`config.mk`:
```
export PLATFORM = sky130hd
export DESIGN_NAME = icache_line_fill
export DESIGN_NICKNAME = d
export VERILOG_FILES = /design/src/rtl/icache_line_fill.sv
export SDC_FILE = /design/constraint.sdc
export NUM_CORES = 1
export LEC_CHECK = 0
export ABC_AREA = 1
export CELL_PAD_IN_SITES_DETAIL_PLACEMENT = 1
export CELL_PAD_IN_SITES_GLOBAL_PLACEMENT = 1
export CORE_AREA = 10 10 266 268
export DETAILED_ROUTE_END_ITERATION = 10
export DIE_AREA = 0 0 276 278
export GPL_TIMING_DRIVEN = 0
export PLACE_DENSITY = 0.84
export SLEW_MARGIN = 20
export SYNTH_ARGS = -nofsm -noshare
export SYNTH_HDL_FRONTEND = slang
export SYNTH_SLANG_ARGS = --single-unit
```
`constraint.sdc`:
```
create_clock -name CLK -period 2 [get_ports CLK]
set_input_delay 0.4 -clock CLK [delete_from_list [all_inputs] [get_ports CLK]]
set_output_delay 0.4 -clock CLK [all_outputs]
set_load 0.05 [all_outputs]
```
`src/rtl/icache_line_fill.sv`:
```
// icache_line_fill
// Memory-side responder for ICACHE line misses. One accepted miss turns into
// eight in-order word reads starting at the 32-byte-aligned base address. The
// words are assembled into a private line buffer, and that buffer is copied to
// block_read_fIC in one step when the fill completes. The copy happens together
// with a one-cycle block_read_valid pulse. ICACHE therefore never sees a
// partially filled line.
module icache_line_fill #(
  parameter int WORDS_PER_LINE = 8,
  parameter int ADDR_W         = 32
) (
  input  logic                         CLK,
  input  logic                         RESET,
  input  logic                         fill_req,
  input  logic [ADDR_W-1:0]            fill_addr,
  output logic                         mem_rd,
  output logic [ADDR_W-1:0]            mem_addr,
  input  logic [31:0]                  mem_rdata,
  input  logic                         mem_ack,
  output logic [32*WORDS_PER_LINE-1:0] block_read_fIC,
  output logic                         block_read_valid,
  output logic                         busy
);

  localparam int LINE_W = 32 * WORDS_PER_LINE;
  localparam int CNT_W  = $clog2(WORDS_PER_LINE);
  localparam int OFF_W  = CNT_W + 2;
  localparam logic [CNT_W-1:0] LAST_CNT = CNT_W'(WORDS_PER_LINE - 1);

  typedef enum logic [1:0] {
    ST_IDLE = 2'd0,
    ST_READ = 2'd1,
    ST_DONE = 2'd2
  } state_t;

  state_t              r_state;
  state_t              w_state_nxt;
  logic [CNT_W-1:0]    r_cnt;
  logic [CNT_W-1:0]    w_cnt_nxt;
  logic [CNT_W-1:0]    w_cnt_inc;
  logic                r_mem_rd;
  logic                w_mem_rd_nxt;
  logic [ADDR_W-1:0]   r_mem_addr;
  logic [ADDR_W-1:0]   w_mem_addr_nxt;
  logic [LINE_W-1:0]   r_line;
  logic [LINE_W-1:0]   w_line_nxt;
  logic [LINE_W-1:0]   r_block;
  logic [LINE_W-1:0]   w_block_nxt;
  logic                r_valid;
  logic                w_valid_nxt;
  logic                r_busy;
  logic                w_busy_nxt;
  logic [CNT_W+4:0]    w_bitpos;
  logic                w_unused_addr_bits;

  // Offset bits inside the line never matter: fills always start at word 0.
  assign w_unused_addr_bits = ^fill_addr[OFF_W-1:0];

  assign mem_rd           = r_mem_rd;
  assign mem_addr         = r_mem_addr;
  assign block_read_fIC   = r_block;
  assign block_read_valid = r_valid;
  assign busy             = r_busy;

  // FSM state register; reset abandons any fill in progress.
  always_ff @(posedge CLK or negedge RESET) begin
    if (!RESET) begin
      r_state <= ST_IDLE;
    end else begin
      r_state <= w_state_nxt;
    end
  end

  // Next-state and next-output logic. Word 0 lands in the top 32 bits so that
  // ICACHE offset extraction counts down from bit 255.
  always_comb begin
    w_state_nxt    = r_state;
    w_cnt_nxt      = r_cnt;
    w_mem_rd_nxt   = r_mem_rd;
    w_mem_addr_nxt = r_mem_addr;
    w_line_nxt     = r_line;
    w_block_nxt    = r_block;
    w_valid_nxt    = 1'b0;
    w_busy_nxt     = r_busy;
    w_cnt_inc      = r_cnt + CNT_W'(1'b1);
    w_bitpos       = {(LAST_CNT - r_cnt), 5'd0};
    case (r_state)
      ST_IDLE: begin
        if (fill_req) begin
          w_state_nxt    = ST_READ;
          w_cnt_nxt      = {CNT_W{1'b0}};
          w_mem_rd_nxt   = 1'b1;
          w_mem_addr_nxt = {fill_addr[ADDR_W-1:OFF_W], {OFF_W{1'b0}}};
          w_busy_nxt     = 1'b1;
        end else begin
          w_mem_rd_nxt = 1'b0;
          w_busy_nxt   = 1'b0;
        end
      end
      ST_READ: begin
        if (mem_ack && r_mem_rd) begin
          w_line_nxt[w_bitpos +: 32] = mem_rdata;
          if (r_cnt == LAST_CNT) begin
            w_state_nxt  = ST_DONE;
            w_mem_rd_nxt = 1'b0;
            w_block_nxt  = w_line_nxt;
            w_valid_nxt  = 1'b1;
          end else begin
            // The base bits above the line offset stay fixed, so the
            // address cannot carry past bit 31 at the top of memory.
            w_cnt_nxt      = w_cnt_inc;
            w_mem_addr_nxt = {r_mem_addr[ADDR_W-1:OFF_W], w_cnt_inc, 2'b00};
          end
        end else begin
          w_mem_rd_nxt   = r_mem_rd;
          w_mem_addr_nxt = r_mem_addr;
        end
      end
      ST_DONE: begin
        w_state_nxt  = ST_IDLE;
        w_mem_rd_nxt = 1'b0;
        w_busy_nxt   = 1'b0;
      end
      default: begin
        w_state_nxt  = ST_IDLE;
        w_cnt_nxt    = {CNT_W{1'b0}};
        w_mem_rd_nxt = 1'b0;
        w_busy_nxt   = 1'b0;
      end
    endcase
  end

  // Datapath and output registers; reset clears every output, the valid pulse included.
  always_ff @(posedge CLK or negedge RESET) begin
    if (!RESET) begin
      r_cnt      <= {CNT_W{1'b0}};
      r_mem_rd   <= 1'b0;
      r_mem_addr <= {ADDR_W{1'b0}};
      r_line     <= {LINE_W{1'b0}};
      r_block    <= {LINE_W{1'b0}};
      r_valid    <= 1'b0;
      r_busy     <= 1'b0;
    end else begin
      r_cnt      <= w_cnt_nxt;
      r_mem_rd   <= w_mem_rd_nxt;
      r_mem_addr <= w_mem_addr_nxt;
      r_line     <= w_line_nxt;
      r_block    <= w_block_nxt;
      r_valid    <= w_valid_nxt;
      r_busy     <= w_busy_nxt;
    end
  end

endmodule
```
==> flow_summary.html, run 1 <==
<table>
<tr><th>Metric</th><th>Value</th></tr>
<tr><th colspan="2">Floorplanning</th></tr>
<tr><td>Die area</td><td>76700 µm²</td></tr>
<tr><td>Die height</td><td>278 µm</td></tr>
<tr><td>Initial core utilization</td><td>0.367</td></tr>
<tr><td>I/O pin count</td><td>359</td></tr>
<tr><td>Std-Cell Rows</td><td>94</td></tr>
<tr><td>Core area</td><td>65400 µm²</td></tr>
<tr><td>DIE WIDTH</td><td>276 µm</td></tr>
<tr><th colspan="2">Clocking</th></tr>
<tr><td>Number of buffers on the longest clock path</td><td>3</td></tr>
<tr><td>CTS tree</td><td>built</td></tr>
<tr><td>Clk_lat worst skew</td><td>630 ps</td></tr>
<tr><td>Number of sinks on the clock net</td><td>550</td></tr>
<tr><td>Clk root buf</td><td>sky130_fd_sc_hd__clkbuf_16</td></tr>
<tr><td>CTS HTree Levels</td><td>2</td></tr>
<tr><td>Clock slew seen by the registers of the worst setup and hold paths</td><td>60 ps</td></tr>
<tr><td>Clock buffers created by TritonCTS</td><td>59</td></tr>
<tr><th colspan="2">Placed design</th></tr>
<tr><td>Placed Instances</td><td>4052</td></tr>
<tr><td>GPL Wtd Cong</td><td>0.835</td></tr>
<tr><td>Pre-CTS setup slack</td><td>-919 ps</td></tr>
<tr><td>Hpwl dp</td><td>66.1 mm</td></tr>
<tr><td>Buffers on Ports</td><td>351</td></tr>
<tr><th colspan="2">Final layout</th></tr>
<tr><td>Number of cells in the finished layout apart from fillers</td><td>4202</td></tr>
<tr><td>Layout-stage area growth over the synthesis result</td><td>34.0%</td></tr>
<tr><td>Top library cells by usage in the layout, fill and taps aside</td><td>1036 x sky130_fd_sc_hd__nand2_1, 549 x sky130_fd_sc_hd__dfrtp_1, 234 x sky130_fd_sc_hd__nand3_1</td></tr>
<tr><td>Net count, final</td><td>3364</td></tr>
<tr><td>Number of diodes added for antenna fixing</td><td>0</td></tr>
<tr><td>Utilization after layout</td><td>0.492</td></tr>
<tr><td>Share of post-route cells with drive strength above 1</td><td>0.156</td></tr>
<tr><td>Most frequent standard cell in the layout excluding fill and tap cells</td><td>sky130_fd_sc_hd__nand2_1</td></tr>
<tr><th colspan="2">STA</th></tr>
<tr><td>Worst setup margin</td><td>-38.0 ps</td></tr>
<tr><td>Sum of negative setup slack</td><td>-423 ps</td></tr>
<tr><td>Final Cycle Share</td><td>1.02</td></tr>
<tr><td>RSZ-0062 raised after global routing</td><td>yes</td></tr>
<tr><td>Fin Clk Skew</td><td>23.7 ps</td></tr>
<tr><td>Final Hold Violating Endpoints</td><td>0</td></tr>
<tr><td>Clock period minus worst slack</td><td>2040 ps</td></tr>
<tr><td>Final-report setup violation count</td><td>25</td></tr>
<tr><td>Worst Tran Pin Value</td><td>717 ps</td></tr>
<tr><td>Rel. slew slack</td><td>0.522</td></tr>
<tr><td>Highest clock frequency the design can meet</td><td>491 MHz</td></tr>
<tr><td>Number of pins with negative max-slew slack in the final report</td><td>0</td></tr>
<tr><th colspan="2">Worst setup path</th></tr>
<tr><td>Path type of the worst setup path</td><td>flop to flop</td></tr>
<tr><td>Critical path buffer and inverter count</td><td>4</td></tr>
<tr><td>Top Family by Delay on Critical Path</td><td>buffers and inverters</td></tr>
<tr><td>Crit path arrival time</td><td>2580 ps</td></tr>
<tr><td>Cell at the slowest stage of the critical path</td><td>sky130_fd_sc_hd__dfrtp_1</td></tr>
<tr><td>Capturing element type of the critical path</td><td>flop</td></tr>
<tr><td>Critical path peak fanout</td><td>5</td></tr>
<tr><td>Critical Path RT</td><td>2540 ps</td></tr>
<tr><td>Critical Path Source Type</td><td>flop</td></tr>
<tr><td>Cells along the critical path</td><td>ha_4 &gt; ha_4 &gt; nor2_4 &gt; nand2_2 &gt; nor2_4 &gt; buf_12 &gt; clkinvlp_4 &gt; buf_12 &gt; clkbuf_16 &gt; nand2_2 &gt; nand3_1 &gt; nand2_1</td></tr>
<tr><td>Worst path max stage delay</td><td>420 ps</td></tr>
<tr><th colspan="2">Power and ir drop</th></tr>
<tr><td>Relative contribution of the clock network to total power</td><td>0.213</td></tr>
<tr><td>Leakage power</td><td>0.0168 µW</td></tr>
<tr><td>Power density cells</td><td>1680 nW/µm²</td></tr>
<tr><td>Internal power</td><td>29200 µW</td></tr>
<tr><td>VDD IR max</td><td>0.00108 V</td></tr>
<tr><td>Sequential cell fraction of total power</td><td>0.312</td></tr>
<tr><td>Post-layout total power</td><td>53900 µW</td></tr>
<tr><td>Combinational share of power</td><td>0.475</td></tr>
<tr><td>Net Switching</td><td>24700 µW</td></tr>
<tr><td>Net Sw Frac</td><td>0.458</td></tr>
<tr><th colspan="2">Yosys</th></tr>
<tr><td>Portion of the post-synthesis area used by sequential elements</td><td>0.573</td></tr>
<tr><td>Gate count after technology mapping</td><td>2830</td></tr>
<tr><td>Warnings, synthesis</td><td>0</td></tr>
<tr><td>Netlist area before placement</td><td>24000 µm²</td></tr>
<tr><td>Number of storage elements in the synthesis netlist</td><td>550</td></tr>
<tr><td>Count of cell types in the netlist</td><td>24</td></tr>
<tr><td>Avg Synthesized Cell Area</td><td>8.49 µm²</td></tr>
<tr><th colspan="2">Route</th></tr>
<tr><td>Violation count after the first detailed-routing iteration</td><td>1620</td></tr>
<tr><td>Post-route antenna net violation count</td><td>0</td></tr>
<tr><td>Number of design rule violations left after detail routing</td><td>0</td></tr>
<tr><td>Total via count in the routed design</td><td>22105</td></tr>
<tr><td>Ratio of routed vias to standard cells</td><td>5.26</td></tr>
<tr><td>Total length of routed wires</td><td>94.4 mm</td></tr>
<tr><td>Avg WL per Cell</td><td>22.5 µm</td></tr>
<tr><td>Number of iterations in the first detailed-routing pass</td><td>6</td></tr>
<tr><th colspan="2">Global routing</th></tr>
<tr><td>Tot GR Track Use</td><td>0.235</td></tr>
<tr><td>Wire length of the first global-routing pass</td><td>143 mm</td></tr>
<tr><td>Initial antenna violation count</td><td>3</td></tr>
<tr><td>Global-route congestion overflow total</td><td>0</td></tr>
<tr><td>Via count of the first global-routing pass</td><td>23679</td></tr>
<tr><td>Pin count of the biggest net entering global routing</td><td>94</td></tr>
<tr><th colspan="2">Run status</th></tr>
<tr><td>Failing checks</td><td>negative setup slack</td></tr>
<tr><td>Status</td><td>finished with violations</td></tr>
<tr><th colspan="2">Hold path</th></tr>
<tr><td>Class of the tightest hold or removal check</td><td>input port to async pin</td></tr>
<tr><th colspan="2">Job</th></tr>
<tr><td>MaxCap Viol Count</td><td>0</td></tr>
</table>
==> synth_stat cells <==
cell                       count  area [µm²]
sky130_fd_sc_hd__nor2_1       25        93.8
sky130_fd_sc_hd__mux2_2       27         304
sky130_fd_sc_hd__a21oi_1       1        5.00
sky130_fd_sc_hd__nand3_1     262        1310
sky130_fd_sc_hd__buf_2        78         390
sky130_fd_sc_hd__o21ai_1      20         100
sky130_fd_sc_hd__nand2_2       1        6.26
sky130_fd_sc_hd__buf_6         2        22.5
sky130_fd_sc_hd__buf_1         3        11.3
sky130_fd_sc_hd__ha_1          3        37.5
sky130_fd_sc_hd__o21bai_1     96         721
sky130_fd_sc_hd__nor2_4        2        22.5
sky130_fd_sc_hd__nand3_2       4        40.0
sky130_fd_sc_hd__clkbuf_1     65         244
sky130_fd_sc_hd__nand2_1    1080        4050
sky130_fd_sc_hd__inv_1       203         762
sky130_fd_sc_hd__nand4_1       1        6.26
sky130_fd_sc_hd__nand3_4       1        17.5
sky130_fd_sc_hd__nor2_2        1        6.26
sky130_fd_sc_hd__inv_2         4        15.0
sky130_fd_sc_hd__dfrtp_1     550       13800
sky130_fd_sc_hd__buf_4        30         225
sky130_fd_sc_hd__conb_1        1        3.75
sky130_fd_sc_hd__o21ai_0     370        1850
==> power by group through the flow <==
| stage | logic, µW | registers (µW) | clock network, µW |
|---|---|---|---|
| after detailed placement | 23100 | 16900 | 0 |
| after global placement | 22300 | 16800 | 0 |
| after global routing | 27700 | 17200 | 12100 |
| after CTS | 24000 | 16700 | 11600 |
| after floorplan | 9540 | 21800 | 0 |
| final | 25600 | 16800 | 11500 |
==> registers in the layout, indices dropped and copies added (netlist names) <==
register          cells
block_read_fIC      256
r_state               2
mem_rd                1
r_cnt                 3
mem_addr             30
r_line              256
block_read_valid      1
busy                  1
==> area by class of cell <==
class | instances | area, µm²
Buffer | 178 | 1310
Clock buffer | 91 | 1830
Clock inverter | 15 | 191
Fill cell | 7632 | 33200
Inverter | 207 | 795
Multi-Input combinational cell | 1898 | 9360
Sequential cell | 550 | 13800
Tap cell | 864 | 1080
Timing Repair Buffer | 399 | 3860
==> logic make-up after synthesis <==
kind of cell	synth area share
fa+ha+maj	0.00156
buf+inv	0.0696
simple gates	0.231
mux	0.0127
compound gates	0.111
other cells	0.000156
flops	0.573
==> path summary, 6_finish.rpt <==
check,startpoint,cells past startpoint,endpoint,slack (ps)
max,r_cnt[1],12,block_read_fIC[27],-40
min,RESET,2,r_line[123],260
max in group asynchronous,RESET,5,r_line[226],260
max reg2reg,r_cnt[1],12,block_read_fIC[27],-40
min reg2reg,block_read_fIC[74],2,block_read_fIC[74],470
min in group CLK,fill_addr[24],2,mem_addr[24],400
==> repair_timing <==
action | CTS | global route
cloned | 6 | 5
setup buffers | 27 | 6
resized for setup | 618 | 356
hold endpoints to repair | 43 | 0
setup endpoints to repair | 801 | 679
pin swaps | 28 | 27
hold buffers | 1 | 0
==> metrics by stage <==
stage / hold slack (ps) / cell area [µm²]
2_1_floorplan: 104 / 24000
3_3_place_gp: 455 / 28600
3_5_place_dp: 319 / 28800
4_1_cts: 265 / 31500
5_1_grt: 282 / 32200
6_report: 265 / 32200
==> per-layer routing <==
layer	track usage	wire, µm	vias to the layer above
li1	-	-	9983
met4	0.0954	4250	6
met2	0.390	45200	639
met5	0	30	-
met3	0.0460	5330	215
met1	0.297	39600	11262
Power figures use the tool's default switching activity.
==> run 2: changes to the inputs <==
--- a/config.mk
+++ b/config.mk
@@ -8,11 +8,13 @@
 export ABC_AREA = 1
 export CELL_PAD_IN_SITES_DETAIL_PLACEMENT = 1
 export CELL_PAD_IN_SITES_GLOBAL_PLACEMENT = 1
-export CORE_AREA = 10 10 266 268
+export CORE_AREA = 10 10 328 330
+export CTS_CLUSTER_DIAMETER = 80
 export DETAILED_ROUTE_END_ITERATION = 10
-export DIE_AREA = 0 0 276 278
+export DIE_AREA = 0 0 338 340
 export GPL_TIMING_DRIVEN = 0
-export PLACE_DENSITY = 0.84
+export PLACE_DENSITY = 0.61
+export SKIP_CTS_REPAIR_TIMING = 1
 export SLEW_MARGIN = 20
 export SYNTH_ARGS = -nofsm -noshare
 export SYNTH_HDL_FRONTEND = slang
==> flow_summary.html, run 2 (same netlist as run 1, synthesis figures left out) <==
<table>
<tr><th>Metric</th><th>Value</th></tr>
<tr><th colspan="2">Global routing</th></tr>
<tr><td>Wire length of the first global-routing pass</td><td>146 mm</td></tr>
<tr><td>Tot GR Track Use</td><td>0.167</td></tr>
<tr><td>Initial antenna violation count</td><td>3</td></tr>
<tr><td>Pin count of the biggest net entering global routing</td><td>91</td></tr>
<tr><td>Via count of the first global-routing pass</td><td>21907</td></tr>
<tr><td>Global-route congestion overflow total</td><td>0</td></tr>
<tr><th colspan="2">Clocking</th></tr>
<tr><td>CTS HTree Levels</td><td>3</td></tr>
<tr><td>Clock slew seen by the registers of the worst setup and hold paths</td><td>60 ps</td></tr>
<tr><td>CTS tree</td><td>built</td></tr>
<tr><td>Number of sinks on the clock net</td><td>550</td></tr>
<tr><td>Clk_lat worst skew</td><td>630 ps</td></tr>
<tr><td>Clock buffers created by TritonCTS</td><td>68</td></tr>
<tr><td>Number of buffers on the longest clock path</td><td>3</td></tr>
<tr><td>Clk root buf</td><td>sky130_fd_sc_hd__clkbuf_16</td></tr>
<tr><th colspan="2">Run status</th></tr>
<tr><td>Status</td><td>finished with violations</td></tr>
<tr><td>Failing checks</td><td>negative setup slack</td></tr>
<tr><th colspan="2">Final layout</th></tr>
<tr><td>Share of post-route cells with drive strength above 1</td><td>0.233</td></tr>
<tr><td>Net count, final</td><td>3396</td></tr>
<tr><td>Number of diodes added for antenna fixing</td><td>0</td></tr>
<tr><td>Top library cells by usage in the layout, fill and taps aside</td><td>958 x sky130_fd_sc_hd__nand2_1, 550 x sky130_fd_sc_hd__dfrtp_1, 280 x sky130_fd_sc_hd__dlymetal6s2s_1</td></tr>
<tr><td>Layout-stage area growth over the synthesis result</td><td>50.1%</td></tr>
<tr><td>Most frequent standard cell in the layout excluding fill and tap cells</td><td>sky130_fd_sc_hd__nand2_1</td></tr>
<tr><td>Number of cells in the finished layout apart from fillers</td><td>4741</td></tr>
<tr><th colspan="2">Route</th></tr>
<tr><td>Number of design rule violations left after detail routing</td><td>0</td></tr>
<tr><td>Total length of routed wires</td><td>102 mm</td></tr>
<tr><td>Post-route antenna net violation count</td><td>0</td></tr>
<tr><td>Total via count in the routed design</td><td>21584</td></tr>
<tr><td>Number of iterations in the first detailed-routing pass</td><td>5</td></tr>
<tr><td>Ratio of routed vias to standard cells</td><td>4.55</td></tr>
<tr><td>Violation count after the first detailed-routing iteration</td><td>1367</td></tr>
<tr><td>Avg WL per Cell</td><td>21.6 µm</td></tr>
<tr><th colspan="2">Worst setup path</th></tr>
<tr><td>Critical Path RT</td><td>2550 ps</td></tr>
<tr><td>Capturing element type of the critical path</td><td>flop</td></tr>
<tr><td>Top cell by count, worst path</td><td>sky130_fd_sc_hd__nand2_1</td></tr>
<tr><td>Critical path peak fanout</td><td>10</td></tr>
<tr><td>Cells along the critical path</td><td>ha_4 &gt; ha_4 &gt; nor2_1 &gt; nand2_1 &gt; nor2_4 &gt; clkinvlp_4 &gt; buf_12 &gt; buf_12 &gt; nand2_1 &gt; nand3_2 &gt; nand2_1</td></tr>
<tr><td>Top Family by Delay on Critical Path</td><td>simple AND/OR/NAND/NOR gates</td></tr>
<tr><td>Critical Path Source Type</td><td>flop</td></tr>
<tr><td>Crit path arrival time</td><td>2620 ps</td></tr>
<tr><td>Path type of the worst setup path</td><td>flop to flop</td></tr>
<tr><td>Cell at the slowest stage of the critical path</td><td>sky130_fd_sc_hd__dfrtp_1</td></tr>
<tr><td>Critical path buffer and inverter count</td><td>3</td></tr>
<tr><td>Worst path max stage delay</td><td>420 ps</td></tr>
<tr><th colspan="2">Placed design</th></tr>
<tr><td>Buffers on Ports</td><td>351</td></tr>
<tr><td>Placed Instances</td><td>4556</td></tr>
<tr><td>GPL Wtd Cong</td><td>0.770</td></tr>
<tr><td>Hpwl dp</td><td>72.6 mm</td></tr>
<tr><th colspan="2">STA</th></tr>
<tr><td>Final Cycle Share</td><td>1.04</td></tr>
<tr><td>Rel. slew slack</td><td>0.507</td></tr>
<tr><td>RSZ-0062 raised after global routing</td><td>yes</td></tr>
<tr><td>Final Hold Violating Endpoints</td><td>0</td></tr>
<tr><td>Worst Tran Pin Value</td><td>739 ps</td></tr>
<tr><td>Worst setup margin</td><td>-78.2 ps</td></tr>
<tr><td>Highest clock frequency the design can meet</td><td>481 MHz</td></tr>
<tr><td>Fin Clk Skew</td><td>22.7 ps</td></tr>
<tr><td>Sum of negative setup slack</td><td>-4700 ps</td></tr>
<tr><td>Final-report setup violation count</td><td>146</td></tr>
<tr><td>Number of pins with negative max-slew slack in the final report</td><td>0</td></tr>
<tr><td>Clock period minus worst slack</td><td>2080 ps</td></tr>
<tr><th colspan="2">Floorplanning</th></tr>
<tr><td>Initial core utilization</td><td>0.237</td></tr>
<tr><td>Core area</td><td>101000 µm²</td></tr>
<tr><td>Die height</td><td>340 µm</td></tr>
<tr><td>I/O pin count</td><td>359</td></tr>
<tr><td>Std-Cell Rows</td><td>117</td></tr>
<tr><td>DIE WIDTH</td><td>338 µm</td></tr>
<tr><td>Die area</td><td>115000 µm²</td></tr>
<tr><th colspan="2">Job</th></tr>
<tr><td>MaxCap Viol Count</td><td>0</td></tr>
<tr><th colspan="2">Hold path</th></tr>
<tr><td>Class of the tightest hold or removal check</td><td>input port to async pin</td></tr>
<tr><th colspan="2">Power and ir drop</th></tr>
<tr><td>Power density cells</td><td>1620 nW/µm²</td></tr>
<tr><td>Leakage power</td><td>0.0216 µW</td></tr>
<tr><td>VDD IR max</td><td>0.000765 V</td></tr>
</table>
-- run 2: changes by cell type in the layout (fill, tap and decap cells not counted), moves of 21 or more --
cell / change
sky130_fd_sc_hd__buf_6: +27
sky130_fd_sc_hd__nand2_1: -78
sky130_fd_sc_hd__o21bai_1: -21
sky130_fd_sc_hd__dlymetal6s2s_1: +280
sky130_fd_sc_hd__nand3_2: +121
sky130_fd_sc_hd__nand2_4: +44
sky130_fd_sc_hd__dlygate4sd2_1: -204
sky130_fd_sc_hd__o21ai_0: -22
sky130_fd_sc_hd__nand3_1: -125
sky130_fd_sc_hd__clkdlybuf4s15_1: -48
sky130_fd_sc_hd__clkdlybuf4s15_2: -29
sky130_fd_sc_hd__nand2_2: +31
-- run 2: final cells by class --
type,count,area (µm²)
Clock buffer,97,2030
Inverter,207,805
Clock inverter,21,171
Fill cell,11486,65100
Timing Repair Buffer,421,5200
Sequential cell,550,13800
Tap cell,1368,1710
Multi-Input combinational cell,1900,10900
Buffer,177,1500
-- run 2: worst paths after layout --
check	startpoint	endpoint	slack, ps	depth (start not counted)
hold / removal	RESET	r_line[122]	340	2
min in group CLK	fill_addr[21]	mem_addr[21]	390	2
setup reg to reg	r_cnt[1]	block_read_fIC[18]	-80	11
hold reg to reg	block_read_fIC[91]	block_read_fIC[91]	470	2
setup / recovery	r_cnt[1]	block_read_fIC[18]	-80	11
max in group asynchronous	RESET	block_read_fIC[13]	300	4
-- run 2: layer usage --
metal  GRT usage  up-vias  share of wire  routed length, µm
li1            -    10099              -                  -
met1       0.221    10951           0.45              46200
met2       0.268      417           0.47              47900
met3      0.0430      113          0.056               5760
met4      0.0454        4          0.023               2330
met5           0        -        0.00015                 15
-- run 2: power breakdown --
group          leakage [µW]  internal, µW  switching (µW)
combinational        0.0131         10100           19100
clock               0.00109          7300            5100
sequential          0.00738         14700            2010
-- run 2: worst reg2reg max path, stage by stage (launching register included) --
cell,delay [ps]
sky130_fd_sc_hd__dfrtp_1,420
sky130_fd_sc_hd__ha_4,210
sky130_fd_sc_hd__ha_4,260
sky130_fd_sc_hd__nor2_1,110
sky130_fd_sc_hd__nand2_1,100
sky130_fd_sc_hd__nor2_4,180
sky130_fd_sc_hd__clkinvlp_4,150
sky130_fd_sc_hd__buf_12,170
sky130_fd_sc_hd__buf_12,170
sky130_fd_sc_hd__nand2_1,110
sky130_fd_sc_hd__nand3_2,80
sky130_fd_sc_hd__nand2_1,60
-- run 2: through the flow --
stage / hold slack (ps) / power (µW) / worst slack [ps] / instance area, µm² / util
finish: 337 / 58300 / -78.2 / 36000 / 0.356
detailed placement: 395 / 40300 / -845 / 29400 / 0.291
global route: 371 / 62000 / -188 / 36000 / 0.356
CTS: -273 / 53100 / -883 / 31600 / 0.313
floorplan: 104 / 31400 / 92.4 / 24000 / -
global placement: 455 / 39900 / -26440 / 29200 / 0.289
==> run 3: changes to the inputs <==
--- a/config.mk
+++ b/config.mk
@@ -8,12 +8,13 @@
 export ABC_AREA = 1
 export CELL_PAD_IN_SITES_DETAIL_PLACEMENT = 1
 export CELL_PAD_IN_SITES_GLOBAL_PLACEMENT = 1
-export CORE_AREA = 10 10 328 330
+export CORE_AREA = 10 10 390 278
 export CTS_CLUSTER_DIAMETER = 80
 export DETAILED_ROUTE_END_ITERATION = 10
-export DIE_AREA = 0 0 338 340
+export DIE_AREA = 0 0 400 288
 export GPL_TIMING_DRIVEN = 0
 export PLACE_DENSITY = 0.61
+export SETUP_SLACK_MARGIN = 0.1
 export SKIP_CTS_REPAIR_TIMING = 1
 export SLEW_MARGIN = 20
 export SYNTH_ARGS = -nofsm -noshare
==> flow_summary.html, run 3 (same netlist as run 1, synthesis figures left out) <==
<table>
<tr><th>Metric</th><th>Value</th></tr>
<tr><th colspan="2">Floorplanning</th></tr>
<tr><td>Core area</td><td>101000 µm²</td></tr>
<tr><td>DIE WIDTH</td><td>400 µm</td></tr>
<tr><td>Die height</td><td>288 µm</td></tr>
<tr><td>Die area</td><td>115000 µm²</td></tr>
<tr><td>Std-Cell Rows</td><td>98</td></tr>
<tr><td>I/O pin count</td><td>359</td></tr>
<tr><td>Initial core utilization</td><td>0.237</td></tr>
<tr><th colspan="2">STA</th></tr>
<tr><td>Highest clock frequency the design can meet</td><td>442 MHz</td></tr>
<tr><td>Clock period minus worst slack</td><td>2260 ps</td></tr>
<tr><td>Rel. slew slack</td><td>0.461</td></tr>
<tr><td>Final Cycle Share</td><td>1.13</td></tr>
<tr><td>Final-report setup violation count</td><td>498</td></tr>
<tr><td>Worst Tran Pin Value</td><td>807 ps</td></tr>
<tr><td>Sum of negative setup slack</td><td>-61930 ps</td></tr>
<tr><td>RSZ-0062 raised after global routing</td><td>yes</td></tr>
<tr><td>Number of pins with negative max-slew slack in the final report</td><td>0</td></tr>
<tr><td>Worst setup margin</td><td>-261 ps</td></tr>
<tr><td>Fin Clk Skew</td><td>29.6 ps</td></tr>
<tr><td>Hold slack</td><td>-244 ps</td></tr>
<tr><td>Final Hold Violating Endpoints</td><td>69</td></tr>
<tr><th colspan="2">Run status</th></tr>
<tr><td>Failing checks</td><td>negative hold slack, negative setup slack</td></tr>
<tr><td>Status</td><td>finished with violations</td></tr>
<tr><th colspan="2">Clocking</th></tr>
<tr><td>Clk_lat worst skew</td><td>630 ps</td></tr>
<tr><td>Number of sinks on the clock net</td><td>550</td></tr>
<tr><td>Number of buffers on the longest clock path</td><td>3</td></tr>
<tr><td>Clock buffers created by TritonCTS</td><td>66</td></tr>
<tr><td>Clk root buf</td><td>sky130_fd_sc_hd__clkbuf_16</td></tr>
<tr><td>CTS tree</td><td>built</td></tr>
<tr><td>Clock slew seen by the registers of the worst setup and hold paths</td><td>60 ps</td></tr>
<tr><td>CTS HTree Levels</td><td>3</td></tr>
<tr><th colspan="2">Worst setup path</th></tr>
<tr><td>Crit Reg-Reg Startpoint</td><td>r_cnt[1]</td></tr>
<tr><td>Launch point of the worst path</td><td>r_cnt[1]</td></tr>
<tr><td>Critical Path RT</td><td>2540 ps</td></tr>
<tr><td>Setup slack, reg-to-reg</td><td>-260 ps</td></tr>
<tr><td>Crit path arrival time</td><td>2800 ps</td></tr>
<tr><td>Critical path peak fanout</td><td>6</td></tr>
<tr><td>Capturing element type of the critical path</td><td>flop</td></tr>
<tr><td>Critical Path Source Type</td><td>flop</td></tr>
<tr><td>Path type of the worst setup path</td><td>flop to flop</td></tr>
<tr><th colspan="2">Power and ir drop</th></tr>
<tr><td>VDD IR max</td><td>0.000795 V</td></tr>
<tr><td>Post-layout total power</td><td>63100 µW</td></tr>
<tr><td>Power density cells</td><td>1660 nW/µm²</td></tr>
<tr><td>Leakage power</td><td>0.0217 µW</td></tr>
<tr><th colspan="2">Final layout</th></tr>
<tr><td>Multi-input combinational cell area</td><td>12000 µm²</td></tr>
<tr><td>Utilization after layout</td><td>0.375</td></tr>
<tr><td>Net count, final</td><td>3447</td></tr>
<tr><td>Layout-stage area growth over the synthesis result</td><td>58.0%</td></tr>
<tr><td>Top library cells by usage in the layout, fill and taps aside</td><td>898 x sky130_fd_sc_hd__nand2_1, 546 x sky130_fd_sc_hd__dfrtp_1, 238 x sky130_fd_sc_hd__dlymetal6s2s_1</td></tr>
<tr><td>Most frequent standard cell in the layout excluding fill and tap cells</td><td>sky130_fd_sc_hd__nand2_1</td></tr>
<tr><td>Number of fill cells</td><td>11292</td></tr>
<tr><td>Area occupied by registers</td><td>13800 µm²</td></tr>
<tr><td>Share of post-route cells with drive strength above 1</td><td>0.281</td></tr>
<tr><th colspan="2">Global routing</th></tr>
<tr><td>Wire length of the first global-routing pass</td><td>146 mm</td></tr>
<tr><td>Tot GR Track Use</td><td>0.167</td></tr>
<tr><td>Pin count of the biggest net entering global routing</td><td>90</td></tr>
<tr><td>Global-route congestion overflow total</td><td>0</td></tr>
<tr><td>Initial antenna violation count</td><td>5</td></tr>
<tr><td>Via count of the first global-routing pass</td><td>21724</td></tr>
<tr><th colspan="2">Placed design</th></tr>
<tr><td>Pre-CTS setup slack</td><td>-915 ps</td></tr>
<tr><td>GPL Wtd Cong</td><td>0.777</td></tr>
<tr><td>Buffers on Ports</td><td>351</td></tr>
<tr><td>Hpwl dp</td><td>74.1 mm</td></tr>
<tr><th colspan="2">Job</th></tr>
<tr><td>MaxCap Viol Count</td><td>0</td></tr>
<tr><th colspan="2">Hold path</th></tr>
<tr><td>Class of the tightest hold or removal check</td><td>input port to async pin</td></tr>
<tr><th colspan="2">Route</th></tr>
<tr><td>Number of design rule violations left after detail routing</td><td>0</td></tr>
<tr><td>Ratio of routed vias to standard cells</td><td>4.62</td></tr>
<tr><td>Post-route antenna net violation count</td><td>0</td></tr>
<tr><td>Total via count in the routed design</td><td>22057</td></tr>
<tr><td>Number of iterations in the first detailed-routing pass</td><td>5</td></tr>
<tr><td>Violation count after the first detailed-routing iteration</td><td>1249</td></tr>
<tr><td>Total length of routed wires</td><td>107 mm</td></tr>
<tr><td>Avg WL per Cell</td><td>22.3 µm</td></tr>
</table>
==> run 3: path summary, 6_finish.rpt <==
check | cells after the start | end
setup / recovery | 13 | r_line[27]
hold / removal | 1 | mem_addr[19]
setup reg to reg | 13 | r_line[27]
hold reg to reg | 2 | block_read_fIC[17]
max in group asynchronous | 4 | r_line[201]
min in group CLK | 2 | mem_addr[8]
==> run 3: per-stage QoR <==
step | cell area (µm²) | cells | hold slack, ps
after floorplan | 24000 | 2831 | 104
final | 38000 | 4778 | -244
after CTS | 31700 | 4657 | -241
after detailed placement | 29400 | 4538 | 430
after global routing | 37900 | 4777 | -220
after global placement | 29200 | 4532 | 456
==> run 3: routing by layer <==
layer / up-vias / GRT usage / wire length (µm)
li1: 10196 / - / -
met1: 11307 / 0.240 / 51800
met2: 438 / 0.248 / 46900
met3: 110 / 0.0454 / 5920
met4: 6 / 0.0381 / 1900
met5: - / 0 / 34
==> run 3: report_power, final <==
part           internal, µW  switching (µW)  total (µW)
registers             14700            2000       16700
clock network          7490            5180       12700
logic                 12500           21200       33700
==> run 3: cell type report <==
class,instances,area share
clock buffers,96,0.0526
plain buffers,177,0.0418
multi-input cells,1899,0.315
repair buffers,475,0.154
clock inverters,23,0.00689
flip-flops and latches,550,0.363
diodes,1,0.0000659
inverters,207,0.0216
well taps,1350,0.0445
==> run 3: critical path, stage by stage (launching register included) <==
cell and delay (ps):
sky130_fd_sc_hd__dfrtp_2 450, sky130_fd_sc_hd__ha_4 210, sky130_fd_sc_hd__ha_4 270, sky130_fd_sc_hd__buf_6 120, sky130_fd_sc_hd__nor2_4 100, sky130_fd_sc_hd__nand2_2 70, sky130_fd_sc_hd__nor2_4 120, sky130_fd_sc_hd__buf_12 150
sky130_fd_sc_hd__clkinvlp_4 120, sky130_fd_sc_hd__buf_12 160, sky130_fd_sc_hd__buf_12 150, sky130_fd_sc_hd__nand2_4 60, sky130_fd_sc_hd__nand3_2 70, sky130_fd_sc_hd__nand2_2 100
